===== src/rtl/timer_irq_ctrl.sv =====
// timer_irq_ctrl
//   Machine-level interrupt source: a memory-mapped 64-bit mtime/mtimecmp
//   timer with prescaler, plus one synchronised external interrupt line.
//   It raises a trap request toward the CSR/trap unit, holds it until the
//   core acknowledges it, and then waits for MRET before raising another.
//
//   Trap handshake (initiator side):
//     irq_req is registered. Once high it holds, with irq_cause stable,
//     until an irq_ack pulse is seen (the request is then consumed) or
//     software withdraws it by clearing irq_en. irq_ack while irq_req is
//     low and is_mret outside SERVICE are ignored. A new request can only
//     be raised after is_mret returns the controller to IDLE.
//
//   Register map (byte addresses, word aligned):
//     0x00 mtime[31:0]      0x04 mtime[63:32]
//     0x08 mtimecmp[31:0]   0x0C mtimecmp[63:32]
//     0x10 CTRL: [0] timer_en, [1] irq_en, [15:8] prescale,
//                [17:16] controller state (read-only)
//   Unmapped reads return 0; unmapped writes are ignored.

module timer_irq_ctrl #(
    parameter int ADDR_W  = 5,
    parameter int PRESC_W = 8
) (
    input  logic              clk,
    input  logic              rst,
    input  logic [ADDR_W-1:0] bus_addr,
    input  logic [31:0]       bus_wdata,
    input  logic              bus_we,
    input  logic              bus_re,
    output logic [31:0]       bus_rdata,
    input  logic              ext_irq,
    input  logic              irq_ack,
    input  logic              is_mret,
    output logic              irq_req,
    output logic [31:0]       irq_cause,
    output logic              mtip
);

    // Register addresses
    localparam logic [ADDR_W-1:0] A_MTIME_LO    = ADDR_W'(32'h00);
    localparam logic [ADDR_W-1:0] A_MTIME_HI    = ADDR_W'(32'h04);
    localparam logic [ADDR_W-1:0] A_MTIMECMP_LO = ADDR_W'(32'h08);
    localparam logic [ADDR_W-1:0] A_MTIMECMP_HI = ADDR_W'(32'h0C);
    localparam logic [ADDR_W-1:0] A_CTRL        = ADDR_W'(32'h10);

    // mcause values: interrupt bit set, code 11 (external) or 7 (timer)
    localparam logic [31:0] CAUSE_EXT   = 32'h8000_000B;
    localparam logic [31:0] CAUSE_TIMER = 32'h8000_0007;

    typedef enum logic [1:0] {
        ST_IDLE    = 2'd0,
        ST_REQ     = 2'd1,
        ST_SERVICE = 2'd2
    } state_t;

    // Architectural registers
    logic [63:0]        mtime;
    logic [63:0]        mtimecmp;
    logic               timer_en;
    logic               irq_en;
    logic [PRESC_W-1:0] prescale;
    logic [PRESC_W-1:0] presc_cnt;

    // External interrupt synchroniser
    logic               ext_meta;
    logic               ext_s;

    // Controller state
    state_t             state;

    // Write strobes per register
    logic               wr_mtime_lo;
    logic               wr_mtime_hi;
    logic               wr_mtimecmp_lo;
    logic               wr_mtimecmp_hi;
    logic               wr_ctrl;

    // Derived control
    logic               tick;
    logic               irq_en_nxt;
    logic               src_active;

    // Decode single-cycle write strobes from the bus
    always_comb begin
        wr_mtime_lo    = bus_we && (bus_addr == A_MTIME_LO);
        wr_mtime_hi    = bus_we && (bus_addr == A_MTIME_HI);
        wr_mtimecmp_lo = bus_we && (bus_addr == A_MTIMECMP_LO);
        wr_mtimecmp_hi = bus_we && (bus_addr == A_MTIMECMP_HI);
        wr_ctrl        = bus_we && (bus_addr == A_CTRL);
    end

    // A tick fires when the running prescaler reaches the programmed divisor.
    // irq_en_nxt is the value irq_en takes after this cycle, so a CTRL write
    // that clears irq_en withdraws a pending request on the same edge.
    always_comb begin
        tick       = timer_en && (presc_cnt == prescale);
        irq_en_nxt = wr_ctrl ? bus_wdata[1] : irq_en;
        src_active = ext_s || mtip;
    end

    // Timer pending level, unsigned 64-bit compare straight off the registers
    always_comb begin
        mtip = (mtime >= mtimecmp);
    end

    // Two-flop synchroniser for the asynchronous external interrupt
    always_ff @(posedge clk or posedge rst) begin
        if (rst) begin
            ext_meta <= 1'b0;
            ext_s    <= 1'b0;
        end else begin
            ext_meta <= ext_irq;
            ext_s    <= ext_meta;
        end
    end

    // CTRL register fields
    always_ff @(posedge clk or posedge rst) begin
        if (rst) begin
            timer_en <= 1'b0;
            irq_en   <= 1'b0;
            prescale <= '0;
        end else if (wr_ctrl) begin
            timer_en <= bus_wdata[0];
            irq_en   <= bus_wdata[1];
            prescale <= bus_wdata[8 +: PRESC_W];
        end
    end

    // Prescaler: runs only while enabled, restarts on any CTRL write or tick
    always_ff @(posedge clk or posedge rst) begin
        if (rst) begin
            presc_cnt <= '0;
        end else if (wr_ctrl || !timer_en || tick) begin
            presc_cnt <= '0;
        end else begin
            presc_cnt <= presc_cnt + 1'b1;
        end
    end

    // mtime: a bus write to either half wins over the tick in that cycle
    always_ff @(posedge clk or posedge rst) begin
        if (rst) begin
            mtime <= 64'd0;
        end else if (wr_mtime_lo) begin
            mtime[31:0] <= bus_wdata;
        end else if (wr_mtime_hi) begin
            mtime[63:32] <= bus_wdata;
        end else if (tick) begin
            mtime <= mtime + 64'd1;
        end
    end

    // mtimecmp: software rewrites it to clear the timer source
    always_ff @(posedge clk or posedge rst) begin
        if (rst) begin
            mtimecmp <= 64'hFFFF_FFFF_FFFF_FFFF;
        end else begin
            if (wr_mtimecmp_lo) begin
                mtimecmp[31:0] <= bus_wdata;
            end
            if (wr_mtimecmp_hi) begin
                mtimecmp[63:32] <= bus_wdata;
            end
        end
    end

    // Trap request controller: IDLE -> REQ -> SERVICE -> IDLE, no nesting
    always_ff @(posedge clk or posedge rst) begin
        if (rst) begin
            state     <= ST_IDLE;
            irq_req   <= 1'b0;
            irq_cause <= 32'd0;
        end else begin
            case (state)
                ST_IDLE: begin
                    if (irq_en && src_active) begin
                        state     <= ST_REQ;
                        irq_req   <= 1'b1;
                        irq_cause <= ext_s ? CAUSE_EXT : CAUSE_TIMER;
                    end
                end
                ST_REQ: begin
                    // Ack has priority over a simultaneous withdraw; a source
                    // that drops on its own does not withdraw the request.
                    if (irq_ack) begin
                        state   <= ST_SERVICE;
                        irq_req <= 1'b0;
                    end else if (!irq_en_nxt) begin
                        state   <= ST_IDLE;
                        irq_req <= 1'b0;
                    end
                end
                ST_SERVICE: begin
                    if (is_mret) begin
                        state <= ST_IDLE;
                    end
                end
                default: begin
                    state   <= ST_IDLE;
                    irq_req <= 1'b0;
                end
            endcase
        end
    end

    // Read mux: selected register while bus_re is high, else zero
    always_comb begin
        bus_rdata = 32'd0;
        if (bus_re) begin
            case (bus_addr)
                A_MTIME_LO:    bus_rdata = mtime[31:0];
                A_MTIME_HI:    bus_rdata = mtime[63:32];
                A_MTIMECMP_LO: bus_rdata = mtimecmp[31:0];
                A_MTIMECMP_HI: bus_rdata = mtimecmp[63:32];
                A_CTRL: begin
                    bus_rdata[0]             = timer_en;
                    bus_rdata[1]             = irq_en;
                    bus_rdata[8 +: PRESC_W]  = prescale;
                    bus_rdata[17:16]         = state;
                end
                default:       bus_rdata = 32'd0;
            endcase
        end
    end

endmodule


===== config.mk =====
export PLATFORM = sky130hd
export DESIGN_NAME = timer_irq_ctrl
export DESIGN_NICKNAME = d
export VERILOG_FILES = /design/src/rtl/timer_irq_ctrl.sv
export SDC_FILE = /design/constraint.sdc
export NUM_CORES = 1
export LEC_CHECK = 0
export ABC_AREA = 1
export ABC_CLOCK_PERIOD_IN_PS = 8830
export BUFFER_PORTS_ARGS = -buffer_cell sky130_fd_sc_hd__buf_2
export CORE_MARGIN = 5
export CORE_UTILIZATION = 63
export CTS_BUF_LIST = sky130_fd_sc_hd__clkbuf_4 sky130_fd_sc_hd__clkbuf_8
export CTS_CLUSTER_SIZE = 10
export DETAILED_ROUTE_END_ITERATION = 6
export MAX_ROUTING_LAYER = met4
export PLACE_DENSITY_LB_ADDON = 0.05
export SLEW_MARGIN = 20
export SYNTH_ARGS = -nofsm -noshare
export SYNTH_HDL_FRONTEND = slang
export SYNTH_SLANG_ARGS = --single-unit

===== constraint.sdc =====
create_clock -name clk -period 8.83 [get_ports clk]
set_clock_uncertainty 0.15 [all_clocks]
set_input_delay 1.766 -clock clk [delete_from_list [all_inputs] [get_ports clk]]
set_output_delay 1.766 -clock clk [all_outputs]
set_load 0.01 [all_outputs]

==> results of run 1 <==
[worst min path at each step]
| stage | slack (ps) | end | start | depth (start not counted) |
|---|---|---|---|---|
| 2_1_floorplan | 180 | ext_s$_DFF_PP0_ | ext_meta$_DFF_PP0_ | 0 |
| 3_3_place_gp | 190 | ext_s$_DFF_PP0_ | ext_meta$_DFF_PP0_ | 0 |
| 3_5_place_dp | 180 | ext_s$_DFF_PP0_ | ext_meta$_DFF_PP0_ | 0 |
| 4_1_cts | 210 | ext_s$_DFF_PP0_ | ext_meta$_DFF_PP0_ | 0 |
| 5_1_grt | 230 | ext_s$_DFF_PP0_ | ext_meta$_DFF_PP0_ | 0 |
| 6_report | 200 | ext_s$_DFF_PP0_ | ext_meta$_DFF_PP0_ | 0 |
[area by class of cell]
type	instances	area, um^2
repair buffers	94	504.2
flip-flops and latches	154	3934
inverters	210	793.3
multi-input cells	1187	6108
fillers	1584	5380
clock buffers	18	241.5
well taps	225	281.5
clock inverters	14	113.9
[state kept, by name (all words and copies together), names as in the netlist]
signal and flops:
ext_s 1, irq_req 1, mtimecmp 64, prescale 8
state 2, irq_en 1, ext_meta 1, presc_cnt 8
timer_en 1, irq_cause 3, mtime 64
[worst max-delay path, delay by kind of cell]
kind,cells,cell delay [ps]
buffers and inverters,4,630
AO/OA/AOI/OAI,2,360
AND/OR/NAND/NOR,3,1030
[stage by stage]
step / instances / hold WS [ps] / instance area (um^2) / total power [W] / setup slack [ps]
6_report: 1902 / 204.9 / 11980 / 0.002970 / 3116
5_1_grt: 1902 / 227.8 / 11980 / 0.003161 / 3015
4_1_cts: 1902 / 207.1 / 11980 / 0.002916 / 3199
3_5_place_dp: 1870 / 184.7 / 11620 / 0.002404 / 3199
3_3_place_gp: 1869 / 189.8 / 11610 / 0.002349 / 3363
2_1_floorplan: 1631 / 181.2 / 11260 / 0.001992 / 2870
[metal layers]
layer	GRT usage [%]	vias to the layer above	routed length, um
li1	-	5353	-
met2	57.99	733	17130
met5	-	-	0
met3	7.569	136	4185
met1	51.73	5391	15530
met4	16.81	0	1792
[power groups by stage]
stage / Clock [W] / Sequential [W] / Combinational, W
3_5_place_dp: 0 / 0.00128 / 0.00113
6_report: 0.000520 / 0.00129 / 0.00116
4_1_cts: 0.000513 / 0.00127 / 0.00114
3_3_place_gp: 0 / 0.00127 / 0.00108
2_1_floorplan: 0 / 0.00115 / 0.000847
5_1_grt: 0.000541 / 0.00131 / 0.00131
[cell families after synthesis]
| kind of cell | Yosys count | share of synthesized area [%] |
|---|---|---|
| XOR/XNOR | 30 | 2.353 |
| flip-flops | 154 | 35.23 |
| adder cells (fa/ha/maj) | 66 | 7.395 |
| other | 1 | 0.03358 |
| AO/OA/AOI/OAI | 276 | 13.94 |
| buffers and inverters | 290 | 10.95 |
| AND/OR/NAND/NOR | 788 | 30.11 |
[placed cells by master (no fill, tap or decap), types with 5 or more instances in the layout]
master / Yosys / final
nand2_1: 405 / 405
inv_1: 204 / 203
nor2_1: 171 / 171
o21ai_0: 137 / 137
nand3_1: 112 / 112
dfrtp_1: 90 / 90
buf_2: 17 / 82
ha_1: 66 / 66
dfstp_2: 64 / 64
a21oi_1: 47 / 47
nand4_1: 38 / 38
o22ai_1: 37 / 37
nor3_1: 34 / 34
conb_1: 1 / 27
xor2_1: 25 / 25
a221oi_1: 23 / 23
o21ai_1: 19 / 19
clkbuf_8: 0 / 17
buf_4: 30 / 11
a211oi_1: 8 / 8
inv_2: 6 / 6
nor2_4: 5 / 5
xnor2_1: 5 / 5
inv_6: 0 / 5
clkinv_4: 0 / 5
==> impl_metrics.ini, run 1 <==
[critical_path]
rr_startpoint = mtime[1]$_DFFE_PP0P_
start_kind = input port
slowest_delay_ps = 750
crit_chain = buf_2, inv_1, nand3_1, nor2_4, inv_2, o21ai_0, a211oi_1, nor2_1, buf_2
crit_type = in2out
slowest_stage = nor2_4
r2r_end = mtime[50]$_DFFE_PP0P_
end_kind = output pin
worst_ep_arrival_time_ps = 3800
cp.required_ps = 6910
crit_fanout = 28
cpMostUsedCell = buf_2
r2r_slack_ps = 5630
worstRegToRegCells = 10
crit_path_end = bus_rdata[16]
startpoint = bus_addr[2]

[synth]
yosys_warnings = 0
syn_area_um2 = 11170
synthCells = 1605
yosys.area.top_type = dfrtp_1
synth-edff-count = 0
synth.top_cell.area_share_pct = 20.17
synth_sequential_area_ratio_pct = 35.23
yosysMostFrequentCell = nand2_1
synth_top_cells_by_count = nand2_1 (405), inv_1 (204), nor2_1 (171), o21ai_0 (137), nand3_1 (112)
synth.distinct_cells = 39
ys_top_cells_by_area = dfrtp_1 (20%), dfstp_2 (15%), nand2_1 (14%)
syn-mean-instance-area_um2 = 6.958
synthFlopType = dfrtp_1
async_reset_ff_share_pct = 100.0
synth-seq-cells = 154

[pwr]
internal_power_w = 0.001580
p_sw_w = 0.001390
sw_frac_of_total_pct = 46.81
p_clk_share_pct = 17.5
seqPwrFrac_pct = 43.3
vdd_ir_drop_max_mv = 0.1765
powerDensity_nw_per_um2 = 248.0
power_frac_comb_pct = 39.2
p_leak_nw = 5.489

[clocking]
post_cts_buffers = 0
clk_pin_slew_ps = 90
cts_tree = yes
htree_levels = 4
cts_root_buf = clkbuf_8
cts_hold_buffers = 0
cts-resized-gates = 0
clk_path_buf_depth = 2
cts_buffers = 17
clkLatencyLatePin_ps = 490
cts.sinks = 154

[grt]
antenna_found_initial = 0
grt_pass1_vias = 10750
grt_usage_pct = 38.86
grt_start_max_net_pins = 94
gr-total-overflow = 0
grt_pass1_wl_um = 58940

[sta]
max_freq_mhz = 175.0
finalCritPeriodShare_pct = 64.72
finalMaxSlewViolations = 0
hold_viol_final = 0
relSlewSlack_pct = 32.33
tns_ps = 0
setup_viol = 0
post-route-min-period_ps = 5714
rsz0062_at_grt = no
worstMarginPinSlew_ps = 1013

[route]
wl_per_cell_um = 20.31
drc = 0
ant_nets = 0
vias_per_cell = 6.106
drtPass1Iterations = 7
wirelength_um = 38630
vias = 11610
drt_iter0_drc = 1580

[die]
die_area_um2 = 20490
io_pins = 110
die_x_um = 143.1
core.rowCount = 48
start_util_pct = 64.34
fp.dieH_um = 143.1
design.core.area_um2 = 17360

[cells_and_area]
num_antenna_cells = 0
final_net_count = 1774
drive_above_1_share_pct = 12.70
utilization_pct = 69.00
synthToLayoutAreaGrowth_pct = 7.249

[place]
port_buffers = 82
place_congestion = 1.025
post-dp-hpwl_um = 28630

[job]
maxCapViolations = 0

[status]
status = completed

[min_path]
holdCritPathClass = reg2reg
Power figures use the tool's default switching activity.
==> inputs of run 2 (changes only) <==
Settings changed: ABC_CLOCK_PERIOD_IN_PS 8830 to 4900, CORE_UTILIZATION 63 to 56.
Clock period 8.83 ns to 4.9 ns, I/O delays scaled along.
==> impl_metrics.ini, run 2 (synthesis results as in run 1) <==
[cells_and_area]
drive_above_1_share_pct = 12.70
largest_registers = mtime (64), mtimecmp (64)
final_cell_mix = nand2_1 (405), inv_1 (203), nor2_1 (171), o21ai_0 (137), nand3_1 (112)
utilization_pct = 61.94
num_antenna_cells = 0
final_net_count = 1774
synthToLayoutAreaGrowth_pct = 8.303
postLayoutCellArea_um2 = 12090
mostFrequentLayoutCell = nand2_1

[clocking]
clkLatencyLatePin_ps = 470
htree_levels = 4
post_cts_buffers = 0
clk_path_buf_depth = 2
cts-resized-gates = 0
clk_pin_slew_ps = 90
cts_hold_buffers = 0
cts_buffers = 17
cts_root_buf = clkbuf_8
cts_tree = yes
cts.sinks = 154

[pwr]
seqPwrFrac_pct = 42.8
p_sw_w = 0.002479
sw_frac_of_total_pct = 45.69
internal_power_w = 0.002946
p_clk_share_pct = 19.3
powerDensity_nw_per_um2 = 448.6
p_leak_nw = 5.516
power_frac_comb_pct = 37.9
vdd_ir_drop_max_mv = 0.2330

[critical_path]
crit_chain = inv_1, ha_1, nand4_1, nor2_1, nand3_1, nor2_1, nor2_1, nand2_1, nand2_1, nand2_1, buf_2
worstRegToRegCells = 10
cp_top_family = simple AND/OR/NAND/NOR gates
worst-path-buf-inv = 2
slowest_stage = dfstp_2
end_kind = output pin
worst_ep_arrival_time_ps = 2680
start_kind = flop
cp.required_ps = 3770
crit_cells = 11
crit_type = reg2out
slowest_delay_ps = 540
crit_fanout = 3

[sta]
setup_slack_ps = 1094
hold_viol_final = 0
post-route-min-period_ps = 3806
setup_viol = 0
relSlewSlack_pct = 28.07
worstMarginPinSlew_ps = 1079
max_freq_mhz = 262.7
tns_ps = 0
timing.hold.ws_ps = 211.9
finalCritPeriodShare_pct = 77.68
finalMaxSlewViolations = 0
rsz0062_at_grt = no

[place]
placed_cell_area_um2 = 11680
place_congestion = 0.9828
pre_cts_ws_ps = 1283
post-dp-hpwl_um = 28650
port_buffers = 82

[die]
core.rowCount = 51
die_area_um2 = 22860
die_x_um = 151.2
fp.dieH_um = 151.2
io_pins = 110
start_util_pct = 57.19
design.core.area_um2 = 19530

[route]
wirelength_um = 38360
drt_iter0_drc = 1183
drtPass1Iterations = 7
wl_per_cell_um = 19.75
vias_per_cell = 5.839
vias = 11340
drc = 4
ant_nets = 0

[grt]
antenna_found_initial = 0
grt_usage_pct = 35.05
grt_start_max_net_pins = 155
grt_pass1_vias = 10510
gr-total-overflow = 0
grt_pass1_wl_um = 59080

[min_path]
hold_path_depth = 0
holdCritPathClass = reg2reg

[status]
status = finished with violations
violations = DRC

[job]
maxCapViolations = 0
run 2: changes by cell type in the layout (fill, tap and decap cells not counted), sizes merged:
cell,before,now
clkinvlp,2,3
clkbuf,18,17
clkinv,7,4
bufinv,0,2
inv,215,216
run 2: worst paths after layout:
kind                                          startpoint                      end  slack [ps]
worst max-delay path            mtimecmp[15]$_DFFE_PP1P_                     mtip        1090
worst min-delay path                  ext_meta$_DFF_PP0_          ext_s$_DFF_PP0_         210
worst max register to register   prescale[5]$_DFFE_PP0P_    mtime[14]$_DFFE_PP0P_        1630
worst min register to register        ext_meta$_DFF_PP0_          ext_s$_DFF_PP0_         210
max in group asynchronous                            rst    mtime[39]$_DFFE_PP0P_        3200
min in group asynchronous                            rst  prescale[1]$_DFFE_PP0P_         480
run 2: power groups by stage:
stage	combinational, W	sequential, W	clock [W]
4_1_cts	0.00203	0.00230	0.00105
3_5_place_dp	0.00202	0.00232	0
2_1_floorplan	0.00153	0.00207	0
6_report	0.00205	0.00232	0.00105
3_3_place_gp	0.00195	0.00232	0
5_1_grt	0.00235	0.00238	0.00111
run 2: area by class of cell:
cell class,instances,area (um^2)
inverter,210,792.0
tap,265,331.6
clock buffer,17,234.0
multi-input combinational,1187,6108
clock inverter,15,181.4
timing repair buffer,94,513.0
fill,1867,7432
sequential,154,3934
run 2: metal layers:
metal | global-route usage [%] | wire [um]
met1 | 46.23 | 15980
met2 | 53.41 | 17260
met3 | 7.032 | 3468
met4 | 13.55 | 1648
met5 | - | 0
run 2: metrics by stage:
stage	cells	power, W
final	1942	0.005425
after global routing	1942	0.005834
after CTS	1942	0.005385
after detailed placement	1910	0.004339
after global placement	1910	0.004266
after floorplan	1631	0.003591
